--- src/rtl/io_bus_arbiter.sv ---
`default_nettype none
// ============================================================================
// Module   : io_bus_arbiter
// Purpose  : Two-master round-robin arbiter and sequencer for the I/O bus.
//            Master 0 is the CPU data port and master 1 is the UART loader.
//            The granted request is latched, its address is decoded into a
//            one-hot device select, and the device signals are held stable
//            until the device reports ready. A watchdog ends accesses that
//            never complete, and decode misses are answered immediately with
//            an error.
// Ports    : clk, rst          - clock, synchronous active-high reset
//            m_req[1:0]        - per-master request, held until that ack
//            m{0,1}_addr/wdata - byte address and write data per master
//            m{0,1}_we/funct3  - write enable and size/sign code per master
//            m_ack[1:0]        - one-cycle completion pulse per master
//            m_err, m_rdata    - error flag and read data, valid with m_ack
//            cs[3:0]           - one-hot device select (ACCESS only)
//            dev_addr/wdata/funct3/we - latched request toward the device
//            dev_rdata, dev_ready     - device response
// Revision : 1.0 - initial release
// ============================================================================
module io_bus_arbiter #(
  parameter int          TIMEOUT  = 255,
  parameter logic [31:0] ERR_DATA = 32'hDEAD_BEEF
) (
  input  logic        clk,
  input  logic        rst,
  input  logic [1:0]  m_req,
  input  logic [31:0] m0_addr,
  input  logic [31:0] m1_addr,
  input  logic [31:0] m0_wdata,
  input  logic [31:0] m1_wdata,
  input  logic        m0_we,
  input  logic        m1_we,
  input  logic [2:0]  m0_funct3,
  input  logic [2:0]  m1_funct3,
  output logic [1:0]  m_ack,
  output logic        m_err,
  output logic [31:0] m_rdata,
  output logic [3:0]  cs,
  output logic [31:0] dev_addr,
  output logic [31:0] dev_wdata,
  output logic [2:0]  dev_funct3,
  output logic        dev_we,
  input  logic [31:0] dev_rdata,
  input  logic        dev_ready
);

  localparam logic [1:0] c_idle   = 2'd0;
  localparam logic [1:0] c_access = 2'd1;
  localparam logic [1:0] c_resp   = 2'd2;

  localparam logic [7:0] c_timeout = 8'(TIMEOUT);

  logic [1:0]  state_q,  state_d;
  logic        last_q,   last_d;
  logic        idx_q,    idx_d;
  logic [31:0] addr_q,   addr_d;
  logic [31:0] wdata_q,  wdata_d;
  logic        we_q,     we_d;
  logic [2:0]  funct3_q, funct3_d;
  logic [7:0]  cnt_q,    cnt_d;
  logic [1:0]  ack_q,    ack_d;
  logic        err_q,    err_d;
  logic [31:0] rdata_q,  rdata_d;

  logic        w_gnt;
  logic [31:0] w_sel_addr;
  logic        w_sel_hit;
  logic        w_timeout;

  // With both masters requesting, the one not served last wins; a lone
  // requester always wins.
  assign w_gnt      = (m_req == 2'b11) ? ~last_q : m_req[1];
  assign w_sel_addr = w_gnt ? m1_addr : m0_addr;
  // Devices occupy regions 0x0..0x3 of addr[31:28]; everything else misses.
  assign w_sel_hit  = (w_sel_addr[31:30] == 2'b00);
  assign w_timeout  = (cnt_q == c_timeout);

  // State register and datapath registers.
  always_ff @(posedge clk) begin
    if (rst) begin
      state_q  <= c_idle;
      last_q   <= 1'b1;
      idx_q    <= 1'b0;
      addr_q   <= '0;
      wdata_q  <= '0;
      we_q     <= 1'b0;
      funct3_q <= '0;
      cnt_q    <= '0;
      ack_q    <= '0;
      err_q    <= 1'b0;
      rdata_q  <= '0;
    end else begin
      state_q  <= state_d;
      last_q   <= last_d;
      idx_q    <= idx_d;
      addr_q   <= addr_d;
      wdata_q  <= wdata_d;
      we_q     <= we_d;
      funct3_q <= funct3_d;
      cnt_q    <= cnt_d;
      ack_q    <= ack_d;
      err_q    <= err_d;
      rdata_q  <= rdata_d;
    end
  end

  // Next-state logic.
  always_comb begin
    state_d = state_q;
    case (state_q)
      c_idle: begin
        if (m_req != 2'b00) begin
          state_d = w_sel_hit ? c_access : c_resp;
        end
      end
      c_access: begin
        if (dev_ready || w_timeout) begin
          state_d = c_resp;
        end
      end
      c_resp:  state_d = c_idle;
      default: state_d = c_idle;
    endcase
  end

  // Request latching, watchdog and response registers. The response
  // registers default to zero so they carry data only during RESP.
  always_comb begin
    last_d   = last_q;
    idx_d    = idx_q;
    addr_d   = addr_q;
    wdata_d  = wdata_q;
    we_d     = we_q;
    funct3_d = funct3_q;
    cnt_d    = cnt_q;
    ack_d    = 2'b00;
    err_d    = 1'b0;
    rdata_d  = '0;
    case (state_q)
      c_idle: begin
        if (m_req != 2'b00) begin
          last_d   = w_gnt;
          idx_d    = w_gnt;
          addr_d   = w_sel_addr;
          wdata_d  = w_gnt ? m1_wdata  : m0_wdata;
          we_d     = w_gnt ? m1_we     : m0_we;
          funct3_d = w_gnt ? m1_funct3 : m0_funct3;
          cnt_d    = '0;
          if (!w_sel_hit) begin
            ack_d   = {w_gnt, ~w_gnt};
            err_d   = 1'b1;
            rdata_d = ERR_DATA;
          end
        end
      end
      c_access: begin
        // Ready takes priority over a watchdog expiry in the same cycle.
        if (dev_ready) begin
          ack_d   = {idx_q, ~idx_q};
          rdata_d = we_q ? 32'd0 : dev_rdata;
        end else if (w_timeout) begin
          ack_d   = {idx_q, ~idx_q};
          err_d   = 1'b1;
          rdata_d = ERR_DATA;
        end else begin
          cnt_d = cnt_q + 8'd1;
        end
      end
      default: ;
    endcase
  end

  // Output logic: device strobes exist only during ACCESS.
  always_comb begin
    cs     = 4'b0000;
    dev_we = 1'b0;
    if (state_q == c_access) begin
      cs     = 4'b0001 << addr_q[29:28];
      dev_we = we_q;
    end
  end

  assign dev_addr   = addr_q;
  assign dev_wdata  = wdata_q;
  assign dev_funct3 = funct3_q;
  assign m_ack      = ack_q;
  assign m_err      = err_q;
  assign m_rdata    = rdata_q;

endmodule
`default_nettype wire

--- config.mk ---
export PLATFORM = sky130hd
export DESIGN_NAME = io_bus_arbiter
export DESIGN_NICKNAME = d
export VERILOG_FILES = /design/src/rtl/io_bus_arbiter.sv
export SDC_FILE = /design/constraint.sdc
export NUM_CORES = 1
export LEC_CHECK = 0
export CORE_AREA = 2 2 126 115
export CTS_BUF_LIST = sky130_fd_sc_hd__clkbuf_8
export CTS_CLUSTER_SIZE = 40
export DETAILED_ROUTE_END_ITERATION = 16
export DIE_AREA = 0 0 128 117
export DONT_BUFFER_PORTS = 1
export GPL_TIMING_DRIVEN = 0
export PLACE_DENSITY = 0.51
export SYNTH_ARGS = -nofsm -noshare
export SYNTH_HDL_FRONTEND = slang
export SYNTH_SLANG_ARGS = --single-unit
--- constraint.sdc ---
create_clock -name clk -period 1.9 [get_ports clk]
set_input_delay 0.38 -clock clk [delete_from_list [all_inputs] [get_ports clk]]
set_output_delay 0.38 -clock clk [all_outputs]
set_load 0.02 [all_outputs]
==> impl_metrics.toml <==
[clocking]
tritoncts = "yes"
cts_root_buffer = "clkbuf_8"
clockBufferDepth = 2
clk_pin_slew_ps = 70
numCtsBuffers = 17
cts_sinks = 115
clock_latency_ps = 430
h-tree-depth = 4

[critical_path]
reg2regPathDepth = 7
start_kind = "flop"
cp_data_arrival_time_ps = 1430
criticalPathCategory = "flop to output pin"
critPathLaunch = "state_q[1]"
r2r-start = "cnt_q[1]"
crit_fanout = 8
crit_required_ps = 1520
ff2ff_setup_slack_ps = 110
r2r-end = "m_rdata[30]"
cp-end-kind = "output pin"

[global_routing]
antenna_found_initial = 0
grt_pass1_vias = 3368
grt_max_degree = 17
grt_overflow = 0
grt_pass1_wl_mm = 18.8
gr-usage-all-layers_pct = 16.8

[min_path]
hold_path_class = "input pin to flop"
min_from = "dev_rdata[11]"
min_path_cells = 1
hold_end = "m_rdata[11]"

[cells_and_area]
fin_area_mm2 = 0.00550
drive_above_1_share_pct = 14.8
synthToLayoutAreaGrowth_pct = 17.0
antenna_cells = 0
final_nets = 670

[power_and_ir_drop]
ir_worst_vdd_uv = 511
p_leak_uw = 0.00227
p_total_uw = 6610
seq_power_share_pct = 47.6
power_density_mw_per_mm2 = 1200
p_clk_share_pct = 40.3
internal-power_uw = 4690
switching_share_pct = 29.0
p_comb_share_pct = 12.1
p_switching_uw = 1920

[synthesis]
ys_seq_elements = 115
yosysMostFrequentCell = "dfxtp_1"
yosys-top-cells-count = "dfxtp_1 (115), nor2_1 (75), a211oi_1 (69)"
synth_ff_type = "dfxtp_1"
avgSynthCellArea_um2 = 10.0
ys_warn_count = 0
synth_area_mm2 = 0.00470
synth_edf_count = 0
async_reset_ff_share_pct = 0
synth_cell_types = 46
seq_area_frac_synth_pct = 48.9
yosys-top-cells-area = "dfxtp_1 (49%), mux2i_1 (14%), a211oi_1 (11%), nor2_1 (6.0%), a21o_1 (3.8%)"
synth_cells = 470
yosys.area.top_type = "dfxtp_1"
yosysTopAreaCellShare_pct = 48.9
synth_fp_nets = 644

[route]
wl_mm = 13.1
ant_nets = 0
drt_iter0_markers = 109
drc = 0
firstDrtPassIters = 4
via_per_inst = 5.34
vias = 3633
routedWlPerCell_um = 19.3

[die]
die_area_mm2 = 0.0150
rows = 41
dieWidth_um = 128
die_y_um = 117
io-pin-count = 280
coreArea_mm2 = 0.0137
start_util_pct = 34.2

[sta]
tightest_slew_ps = 555
rsz0062_at_grt = "no"
finalCritPeriodShare_pct = 95.2
timing_hold_violations_final = 0
setup_ws_ps = 91.0
fmax_mhz = 553
maxSlewViolCount = 0
period_minus_slack_ps = 1810
fin_skew_ps = 10.1
setup_violations = 0
max-slew-margin-rel_pct = 63.0

[place]
place_congestion = 0.801
dpl_cell_area_mm2 = 0.00492
io_buffers = 0
pre_cts_ws_ps = -130
dpl.hpwl_mm = 9.93

[run_status]
status = "complete, no violations"

[run]
maxCapViolCount = 0
-- per-layer routing --
metal / global-route usage [%] / share of wire [%] / up-vias
met5: 0 / 0 / -
met4: 6.37 / 1.6 / 0
met3: 8.09 / 9.3 / 15
met2: 27.6 / 50 / 152
met1: 19.0 / 39 / 1704
li1: - / - / 1762
-- sequential cells by signal (all words and copies together) (netlist names) --
register / count
we_q: 1
cnt_q: 8
m_err: 1
dev_addr: 32
dev_funct3: 3
m_ack: 2
state_q: 2
last_q: 1
m_rdata: 32
dev_wdata: 32
idx_q: 1
-- stage by stage --
step	hold WS (ps)	TNS [ps]	std cells	util (%)
2_1_floorplan	460	0	470	-
3_3_place_gp	490	-985	642	35.8
3_5_place_dp	493	-2760	642	35.8
4_1_cts	16.2	0	676	39.7
5_1_grt	19.1	0	680	40.0
6_report	50.1	0	680	40.0
-- power groups by stage --
stage / clock [µW] / sequential, µW / combinational [µW]
4_1_cts: 2730 / 3150 / 803
5_1_grt: 2830 / 3180 / 892
6_report: 2670 / 3150 / 799
2_1_floorplan: 0 / 3130 / 611
3_5_place_dp: 0 / 3200 / 782
3_3_place_gp: 0 / 3200 / 754
-- cells by family after synthesis --
group	Yosys count	synth area share (%)
multiplexers	69	14.7
buffers and inverters	41	4.23
flip-flops	115	48.9
AO/OA/AOI/OAI	117	18.6
adder cells (fa/ha/maj)	1	0.266
AND/OR/NAND/NOR	127	13.2
-- worst max path at each step --
stage	endpoint	cells after the start
finish	cs[0]	2
global route	cs[0]	2
CTS	cs[0]	3
detailed placement	m_rdata[30]	5
global placement	m_rdata[30]	5
floorplan	m_rdata[10]	6
-- area by class of cell --
class                   count  area [µm²]
clock inverters            10         179
clock buffers              21         289
multi-input cells         314        2240
inverters                   2        7.51
repair buffers              7        65.1
plain buffers              39         201
well taps                 172         215
fillers                  1380        8250
flip-flops and latches    115        2300
-- critical path, cell delays in order, from the launching register on --
cell and delay [ps]:
dfxtp_1 360, and2b_4 330, nor3b_4 320
-- cell usage in the layout, fill, tap and decap left out, types with 4 or more instances in the layout --
cell / instances
nand3b_1: 5
clkbuf_8: 21
and2_1: 10
nor2_1: 72
a21o_1: 24
clkbuf_1: 14
nand3_1: 9
nand2_1: 8
a211oi_1: 69
buf_2: 17
a31oi_1: 4
bufinv_16: 5
buf_4: 6
dfxtp_1: 113
mux2i_1: 68
-- repair_timing --
| item | CTS | global route |
|---|---|---|
| setup endpoints to repair | 39 | 84 |
| setup buffers | 3 | 4 |
| hold buffers | 0 | 0 |
| pin swaps | 1 | 0 |
| gates resized for setup | 10 | 7 |
Note: power is estimated with default switching activity, not from simulation.
